### config.mk
export PLATFORM = sky130hd
export DESIGN_NAME = ball_delivery
export DESIGN_NICKNAME = d
export VERILOG_FILES = /design/src/rtl/ball_delivery.sv
export SDC_FILE = /design/constraint.sdc
export NUM_CORES = 1
export LEC_CHECK = 0
export ABC_CLOCK_PERIOD_IN_PS = 4100
export CAP_MARGIN = 0
export CORE_MARGIN = 2
export CORE_UTILIZATION = 40
export CTS_CLUSTER_DIAMETER = 200
export CTS_CLUSTER_SIZE = 40
export DETAILED_ROUTE_END_ITERATION = 8
export HOLD_SLACK_MARGIN = 0.03
export SYNTH_ARGS = -nofsm -noshare
export SYNTH_HDL_FRONTEND = slang
export SYNTH_SLANG_ARGS = --single-unit
### constraint.sdc
create_clock -name clock -period 4.1 [get_ports clock]
set_input_delay 0.82 -clock clock [delete_from_list [all_inputs] [get_ports clock]]
set_output_delay 0.82 -clock clock [all_outputs]
set_load 0.01 [all_outputs]
### src/rtl/ball_delivery.sv
// rtl/ball_delivery.sv - bowling-side ball source: throw, swing timing, deflection and strike pulse
// Optional feature macro: BALL_DELIVERY_OFFSIDE_EN (adds the side input, off-side deflection)
module ball_delivery #(
    parameter int STEP_DIV = 50000,
    parameter int X_PITCH  = 108,
    parameter int Y_START  = 10,
    parameter int Y_CREASE = 180,
    parameter int WINDOW   = 32,
    parameter int Y_STUMP  = 200,
    parameter int X_STUMP  = 5
) (
    input  logic       clock,
    input  logic       reset,
    input  logic       bowl,
    input  logic       swing,
    input  logic       gameOver,
`ifdef BALL_DELIVERY_OFFSIDE_EN
    input  logic       side,
`endif
    output logic       throw,
    output logic       strike,
    output logic [8:0] pixelx,
    output logic [7:0] pixely,
    output logic       busy
);

    typedef enum logic [2:0] {IDLE, INCOMING, HIT, MISS, SETTLE} state_t;

    localparam int         CW       = (STEP_DIV > 1) ? $clog2(STEP_DIV) : 1;
    localparam logic [CW-1:0] CNT_LAST = CW'(STEP_DIV - 1);
    localparam logic [8:0] X_PITCH9 = 9'(X_PITCH);
    localparam logic [8:0] X_STUMP9 = 9'(X_STUMP);
    localparam logic [7:0] Y_START8 = 8'(Y_START);
    localparam logic [7:0] Y_CREASE8 = 8'(Y_CREASE);
    localparam logic [7:0] Y_STUMP8 = 8'(Y_STUMP);
    localparam int         WIN_LO   = Y_CREASE - WINDOW + 1;

    state_t        state;
    logic [CW-1:0] cnt;
    logic          bowl_q, swing_q, swing_used;
    logic [8:0]    tx;

    logic          tick, bowl_rise, swing_rise, in_window, counted;
    logic [4:0]    e;
    logic [8:0]    e3, tx_calc;
    logic [7:0]    y_inc;
    logic          running;

    // Edge detection, window test and deflection target for the current row
    always_comb begin
        tick       = (cnt == CNT_LAST);
        bowl_rise  = bowl & ~bowl_q;
        swing_rise = swing & ~swing_q;
        in_window  = (int'(pixely) >= WIN_LO) && (pixely <= Y_CREASE8);
        counted    = swing_rise && !swing_used && in_window;
        e          = 5'(Y_CREASE8 - pixely);
        e3         = {3'b000, e, 1'b0} + {4'b0000, e};
`ifdef BALL_DELIVERY_OFFSIDE_EN
        tx_calc    = side ? (X_PITCH9 + e3) : (X_PITCH9 - e3);
`else
        tx_calc    = X_PITCH9 - e3;
`endif
        y_inc      = pixely + 8'd1;
        running    = (state == INCOMING) || (state == HIT) || (state == MISS);
    end

    // Delivery FSM with registered throw/strike/busy and ball position
    always_ff @(posedge clock) begin
        if (reset) begin
            state      <= IDLE;
            cnt        <= '0;
            bowl_q     <= 1'b0;
            swing_q    <= 1'b0;
            swing_used <= 1'b0;
            tx         <= X_PITCH9;
            throw      <= 1'b0;
            strike     <= 1'b0;
            busy       <= 1'b0;
            pixelx     <= X_PITCH9;
            pixely     <= Y_START8;
        end else begin
            bowl_q  <= bowl;
            swing_q <= swing;
            throw   <= 1'b0;
            strike  <= 1'b0;
            if (running) begin
                cnt <= tick ? '0 : cnt + CW'(1);
            end
            case (state)
                IDLE: begin
                    if (bowl_rise && !gameOver) begin
                        throw      <= 1'b1;
                        busy       <= 1'b1;
                        pixelx     <= X_PITCH9;
                        pixely     <= Y_START8;
                        swing_used <= 1'b0;
                        cnt        <= '0;
                        state      <= INCOMING;
                    end
                end
                INCOMING: begin
                    if (gameOver) begin
                        busy  <= 1'b0;
                        state <= IDLE;
                    end else if (counted) begin
                        // The swing is judged on the row before any step this cycle
                        swing_used <= 1'b1;
                        tx         <= tx_calc;
                        cnt        <= '0;
                        state      <= HIT;
                    end else if (tick) begin
                        pixely <= y_inc;
                        if (y_inc == Y_STUMP8) begin
                            pixelx <= X_STUMP9;
                        end
                        if (pixely == Y_CREASE8) begin
                            state <= MISS;
                        end
                    end
                end
                HIT: begin
                    if (gameOver) begin
                        busy  <= 1'b0;
                        state <= IDLE;
                    end else if (pixelx == tx) begin
                        strike <= 1'b1;
                        state  <= SETTLE;
                    end else if (tick) begin
                        pixelx <= (pixelx < tx) ? pixelx + 9'd1 : pixelx - 9'd1;
                    end
                end
                MISS: begin
                    if (gameOver) begin
                        busy  <= 1'b0;
                        state <= IDLE;
                    end else if (pixely == Y_STUMP8) begin
                        strike <= 1'b1;
                        state  <= SETTLE;
                    end else if (tick) begin
                        // Column jumps to the stumps together with the last row step,
                        // so the position is already settled when strike rises
                        pixely <= y_inc;
                        if (y_inc == Y_STUMP8) begin
                            pixelx <= X_STUMP9;
                        end
                    end
                end
                SETTLE: begin
                    busy  <= 1'b0;
                    state <= IDLE;
                end
                default: begin
                    busy  <= 1'b0;
                    state <= IDLE;
                end
            endcase
        end
    end

endmodule

# After elaboration in Yosys (flattened, before gate mapping)
# Index checks and enable logic that the tools add are counted.
# word_totals
regBits	51
out_inout_bits	20
# classes
add_sub_neg	7
magnitude_cmp	3
eq_ne	22
n_mux	48
n_bitwise	6
reduce_logical	20
# op_table
op	count
$mux W9	11
$mux W16	5
$mux W8	6
$pmux W9 S4	1
$pmux W16 S2	1
$mux W3	9
$eq A8 B8 Y1 const B	3
$pmux W8 S3	1
$ne A2 B2 Y1 const B	9
$add A16 B1 Y16 const B	1
$eq A16 B16 Y1 const B	1
$pmux W3 S4	1
$mux W1	10
$add A9 B1 Y9 const B	1
$eq A9 B9 Y1	1
$lt A9 B9 Y1	1
$reduce_and A9 Y1	1
$sub A9 B1 Y9 const B	1
$add A8 B1 Y8 const B	1
$ge A8 B8 Y1 const B	1
$le A8 B8 Y1 const B	1
$sub A7 B7 Y8 const A	1
$add A6 B5 Y7	1
$eq A3 B2 Y1 const B	2
other kinds (23)	35

# Depth between registers and ports, before layout
# Gate-level depths: netlist of the first run.
# logic_depth
depth_word	7
mapped_depth	13
ltp_nobuf	13

# Worst setup path before layout of the first run
# Ideal clock, no wire load.
# synth_path
path_type	register to register
from	register pixelx[6]
to	register pixelx[6]
setup_time_ns	0.122
t_arrival_ns	3.281
path_slack_ns	0.697
stages_incl_launch_ff	11
path_buffers	0
path_cell_list	dfxtp_1 > ha_1 > a2111oi_0 > o21ai_0 > fa_1 > a211oi_1 > o21bai_1 > a21oi_1 > xor2_1 > a21oi_1 > a221o_1
# synth_between
elab_chain_cells	6
elab_cells_between_ends	17
classes_between	add/sub (2); order compare (1); eq/ne (2); mux (11); reduce/logical (1)
# synth_lines
element	line_no	source
from (decl)	22	output logic [8:0] pixelx,
from (signal assigned)	129	pixelx <= (pixelx < tx) ? pixelx + 9'd1 : pixelx - 9'd1;
$sub A9 B1 Y9 (tied with other cells)	129	
$mux W9	129	
$mux W9	128	end else if (tick) begin
$mux W9	125	end else if (pixelx == tx) begin
$mux W9	122	if (gameOver) begin
$pmux W9 S4	89	case (state)
# Parallel ways exist; a longest one is shown, timed or not. The select of a mux whose other input is x is not followed.
# A chain may end at the register's enable or synchronous reset.

# Final worst setup path of the first run
# Same ends and word-level chain as after synthesis.

==> flow_summary_export.csv, run 1 <==
group,metric,value,unit
status,status,"finished clean",
die,num_rows,32,
logic_synthesis,yosysWarnings,0,
drt,wire_per_inst,14.1,um
die,start_util,40.8,%
drt,highest_layer,"met4",
logic_synthesis,ys_seq_area_share,31.6,%
logic_synthesis,yosys.area.top_type_share,31.6,%
die,dieArea,8480,um2
drt,drtIter0Drc,116,
grt,grt_usage,17.3,%
worst_setup_path,endpoint_kind,"flip-flop",
layout,nets,426,
logic_synthesis,ys_seq_elements,49,
worst_setup_path,critPathMaxFanout,4,
grt,grt_pass1_wl,12000,um
drt,ant_nets,0,
timing,setup_tns,0,ns
drt,drt-total-wl,7020,um
cts,cts_setup_buffers,0,
cts,htree_levels,2,
logic_synthesis,syn_area_per_cell,8.26,um2
worst_setup_path,cpPeakStageDelay,0.60,ns
timing,setup_slack,0.472,ns
worst_setup_path,worstPathCellList,"ha_1 -> a2111oi_0 -> o21ai_0 -> fa_1 -> a211oi_1 -> o21bai_1 -> a21oi_1 -> xor2_1 -> a21oi_1 -> a221o_1",
worst_setup_path,r2r_end,"pixelx[6]$_SDFFE_PP1P_",
pwr,leakage,1.38,nW
worst_setup_path,worst_ep_arrival_time,3.82,ns
timing,timing.final.max_slew_violations,0,
timing,hold_viol_final,0,
logic_synthesis,synthFlopType,"dfxtp_1",
cts,cts-root-buf,"clkbuf_8",
flow_run,drv_cap,0,
placed_design,dp.cells,490,
worst_setup_path,cp.required,4.29,ns
worst_setup_path,r2r_cells,10,
timing,final.setup_skew,0.0102,ns
cts,cts.reportedPaths.clkPinSlew,0.09,ns
logic_synthesis,synth.most_common_cell,"dfxtp_1",
hold_path,hp-class,"flip-flop to flip-flop",
drt,route.vias.total,2653,
timing,setup_violations,0,
timing,worst_pin_slew,1.28,ns
timing,relSlewSlack,14.5,%
worst_setup_path,worstSetupStartpointType,"flip-flop",
logic_synthesis,yosys-top-cells-count,"dfxtp_1, nor2_1, nand2_1, inv_1, ha_1",
layout,final_cells,498,
grt,grt_max_degree,30,
die,io_pins,25,
placed_design,place_area,3430,um2
hold_path,hold-path-endpoint,"tx[0]$_SDFFE_PP0P_",
logic_synthesis,synth_cell_type_count,56,
timing,hold_ws,0.464,ns
drt,wl_met3,292,um
grt,overflow,0,
layout,drive_gt1_share,4.80,%
logic_synthesis,synth_fp_nets,407,
worst_setup_path,r2r_start,"pixelx[6]$_SDFFE_PP1P_",
die,die_w,92.1,um
layout,n_fill_cell,770,
pwr,powerDensity,650,nW/um2
cts,numCtsBuffers,5,
drt,drt-met1-wl,3510,um
drt,dr.pass1.iters,4,
cts,cts-hold-fix-buffers,0,
logic_synthesis,netlist_area,3100,um2
pwr,ir_drop,0.266,mV
timing,period_needed,3.63,ns
timing,rsz0062_at_grt,"false",
logic_synthesis,synth_edf_count,0,
placed_design,place_congestion,0.898,
timing,clock.fmax,276,MHz
layout,multi_input_area,1960,um2
layout,final_area,3550,um2
layout,syn_to_final_growth,14.3,%
drt,drc,0,
placed_design,io_buffers,24,
logic_synthesis,yosysTopAreaCell,"dfxtp_1",
die,die_h,92.1,um
grt,antenna_found_initial,0,
cts,cts.path.max_buffers,2,
placed_design,dpl.hpwl,5190,um
pwr,power.total,2.31,mW
layout,final_util,46.6,%
drt,avgViaCountPerCell,5.33,
worst_setup_path,path_class,"flip-flop to flip-flop",
worst_setup_path,r2r_slack,0.47,ns
cts,cts_tree,"built",
drt,wl_met2,3120,um
worst_setup_path,crit_slowest_cell,"a2111oi_0",
grt,grt_pass1_vias,2477,
timing,fin_crit_sh,88.5,%
layout,diodes,0,
cts,clk_latency,0.31,ns
logic_synthesis,synth_area_leaders,"dfxtp_1, ha_1, xor2_1",
logic_synthesis,async_flop_share,0,%
worst_setup_path,cpMostUsedCell,"a21oi_1",
cts,cts_resized,0,
hold_path,hp-start,"tx[0]$_SDFFE_PP0P_",
hold_path,hold-path-cell-count,2,
die,core-area,7610,um2
logic_synthesis,syn_inst,376,
placed_design,dp_slack,0.506,ns
layout,regArea,981,um2
cts,clock_sinks,49,
==> layer usage <==
layer  vias up  global-route usage (%)
li1       1377                       -
met1      1207                    24.2
met2        58                    27.2
met3        11                    2.88
met4         0                    5.35
met5         -                       0
==> logic make-up after synthesis <==
group                      Yosys count  synth area share [%]
AOI/OAI and AO/OA                   85                  18.7
xor gates and xnor gates            28                  7.90
adders and majority gates           26                  10.7
buffers and inverters               41                  5.32
DFF                                 49                  31.6
muxes                                9                  2.90
and+or+nand+nor                    138                  22.9
==> sequential cells by signal, summed over array words and instances (netlist names) <==
signal and count:
cnt 16, pixelx 9, pixely 8, tx 7, state 3, bowl_q 1, busy 1, strike 1
swing_q 1, swing_used 1, throw 1
==> how the worst max path moves through the flow <==
stage                                       from                endpoint  depth (start not counted)
after floorplan           pixelx[6]$_SDFFE_PP1P_  pixelx[6]$_SDFFE_PP1P_                         10
after global placement    pixelx[6]$_SDFFE_PP1P_  pixelx[6]$_SDFFE_PP1P_                         10
after detailed placement      tx[6]$_SDFFE_PP1P_  pixelx[6]$_SDFFE_PP1P_                         11
after CTS                     tx[6]$_SDFFE_PP1P_  pixelx[6]$_SDFFE_PP1P_                         11
after global routing      pixelx[6]$_SDFFE_PP1P_  pixelx[6]$_SDFFE_PP1P_                         10
final                     pixelx[6]$_SDFFE_PP1P_  pixelx[6]$_SDFFE_PP1P_                         10
==> critical path, delay by kind of cell (launching register included) <==
| family | cells | cell delay (ns) |
|---|---|---|
| xor gates and xnor gates | 1 | 0.16 |
| DFF | 1 | 0.35 |
| AOI/OAI and AO/OA | 7 | 2.15 |
| adders and majority gates | 2 | 0.85 |
==> power breakdown <==
part           internal (mW)  leakage (nW)  total (mW)  switching, mW
Sequential             0.520         0.397       0.595         0.0750
Combinational          0.588         0.930        1.35          0.761
Clock                  0.198        0.0574       0.362          0.164
==> placed cells by master (no fill, tap or decap), types with 12 or more instances in the layout <==
cell type | netlist | layout
dfxtp_1 | 49 | 49
clkdlybuf4s50_1 | 0 | 24
nand3_1 | 12 | 12
inv_1 | 26 | 26
nand2_1 | 31 | 31
o21ai_0 | 15 | 15
xor2_1 | 16 | 16
nor2_1 | 37 | 37
xnor2_1 | 12 | 12
ha_1 | 25 | 25
a21oi_1 | 24 | 24
==> cell type report <==
cell class | instances | share of cell area, %
Multi-Input combinational cell | 286 | 55.2
Sequential cell | 49 | 27.7
Timing Repair Buffer | 27 | 7.41
Tap cell | 102 | 3.60
Inverter | 26 | 2.75
Clock buffer | 6 | 2.33
Clock inverter | 2 | 1.06
Note: power is estimated with default switching activity, not from simulation.
==> run 2: changes to the inputs <==
- CAP_MARGIN: 0 -> 15
- CTS_CLUSTER_DIAMETER: 200 -> not set
==> flow_summary_export.csv, run 2 (synthesis gave the netlist of run 1 again) <==
group,metric,value,unit
status,status,"finished clean",
timing,setup_violations,0,
drt,avgViaCountPerCell,5.31,
layout,syn_to_final_growth,14.4,%
layout,largest_register_ff_count,16,
flow_run,drv_cap,0,
grt,grt_usage,17.7,%
layout,final_area,3550,um2
hold_path,hp-class,"flip-flop to flip-flop",
pwr,ir_drop,0.292,mV
pwr,leakage,1.39,nW
die,num_rows,32,
layout,final_common_cell,"dfxtp_1",
cts,cts-root-buf,"clkbuf_8",
die,die_h,92.1,um
drt,wl_met2,3160,um
die,start_util,40.8,%
cts,htree_levels,2,
layout,diodes,0,
cts,numCtsBuffers,5,
die,dieArea,8480,um2
worst_setup_path,worstSetupStartpointType,"flip-flop",
cts,cts-hold-fix-buffers,0,
timing,clock.fmax,276,MHz
layout,regMostFlops,"cnt",
worst_setup_path,endpoint_kind,"flip-flop",
cts,cts_tree,"built",
cts,clock_sinks,49,
layout,final_cell_mix,"dfxtp_1, nor2_1, nand2_1",
die,core-area,7610,um2
timing,timing.final.max_slew_violations,0,
drt,drc,0,
drt,dr.pass1.iters,5,
placed_design,io_buffers,24,
worst_setup_path,cp.required,4.29,ns
timing,rsz0062_at_grt,"false",
cts,clk_latency,0.31,ns
grt,grt_pass1_vias,2478,
layout,nets,427,
timing,worst_pin_slew,0.641,ns
drt,drt-met1-wl,3660,um
timing,final.setup_skew,0.0118,ns
placed_design,place_area,3430,um2
drt,drt-total-wl,7080,um
timing,relSlewSlack,56.2,%
worst_setup_path,critPathMaxFanout,4,
cts,cts_setup_buffers,0,
drt,drtIter0Drc,120,
cts,cts.path.max_buffers,2,
timing,fin_crit_sh,88.5,%
layout,reg_top3,"cnt (16), pixelx (9), pixely (8)",
grt,overflow,0,
placed_design,dpl.hpwl,5230,um
timing,period_needed,3.63,ns
worst_setup_path,path_class,"flip-flop to flip-flop",
grt,grt_max_degree,30,
timing,hold_viol_final,0,
cts,cts.reportedPaths.clkPinSlew,0.09,ns
pwr,powerDensity,651,nW/um2
drt,wl_met3,188,um
die,io_pins,25,
layout,drive_gt1_share,4.79,%
drt,route.vias.total,2649,
grt,antenna_found_initial,0,
placed_design,place_congestion,0.898,
drt,highest_layer,"met4",
cts,cts_resized,0,
drt,ant_nets,0,
grt,grt_pass1_wl,12100,um
worst_setup_path,worst_ep_arrival_time,3.82,ns
timing,setup_tns,0,ns
drt,wire_per_inst,14.2,um
die,die_w,92.1,um
## run 2: worst paths after layout
check                                             from                      to  slack, ns  depth (start not counted)
worst max-delay path            pixelx[6]$_SDFFE_PP1P_  pixelx[6]$_SDFFE_PP1P_       0.47                         10
worst min-delay path                tx[0]$_SDFFE_PP0P_      tx[0]$_SDFFE_PP0P_       0.46                          2
worst max register to register  pixelx[6]$_SDFFE_PP1P_  pixelx[6]$_SDFFE_PP1P_       0.47                         10
worst min register to register      tx[0]$_SDFFE_PP0P_      tx[0]$_SDFFE_PP0P_       0.46                          2
## run 2: area by class of cell
| class | count | area [um2] |
|---|---|---|
| tap | 102 | 128 |
| sequential | 49 | 981 |
| clock inverter | 1 | 30.0 |
| timing repair buffer | 28 | 270 |
| fill | 759 | 4060 |
| inverter | 26 | 97.6 |
| clock buffer | 7 | 86.3 |
| multi-input combinational | 286 | 1960 |
## run 2: critical path, stage by stage, from the launching register on
cell and delay, ns:
dfxtp_1 0.35, ha_1 0.32, a2111oi_0 0.61, o21ai_0 0.42, fa_1 0.53, a211oi_1 0.40
o21bai_1 0.14, a21oi_1 0.19, xor2_1 0.16, a21oi_1 0.09, a221o_1 0.31
## run 2: per-stage QoR
step	utilization [%]	cells	total power, mW	setup slack [ns]	hold WS (ns)
6_report	46.7	499	2.31	0.473	0.465
5_1_grt	46.7	499	2.51	0.151	0.496
4_1_cts	46.7	499	2.32	0.459	0.468
3_5_place_dp	45.1	491	1.94	0.487	0.454
3_3_place_gp	45.0	490	1.93	0.600	0.453
2_1_floorplan	-	376	1.62	0.697	0.440
## run 2: where the power goes
part,internal [mW],switching [mW]
Combinational,0.589,0.765
Clock,0.199,0.163
Sequential,0.520,0.0738
Total,1.31,1.00
## run 2: routing by layer
layer	up-vias	track usage, %
li1	1376	-
met5	-	0
met4	0	6.72
met2	40	26.7
met3	6	2.71
met1	1227	25.4
==> run 3: changes to the inputs <==
- TNS_END_PERCENT: not set -> 10
==> results of run 3 <==
Same layout as run 2: the final DEF is identical, and so are final timing and power.
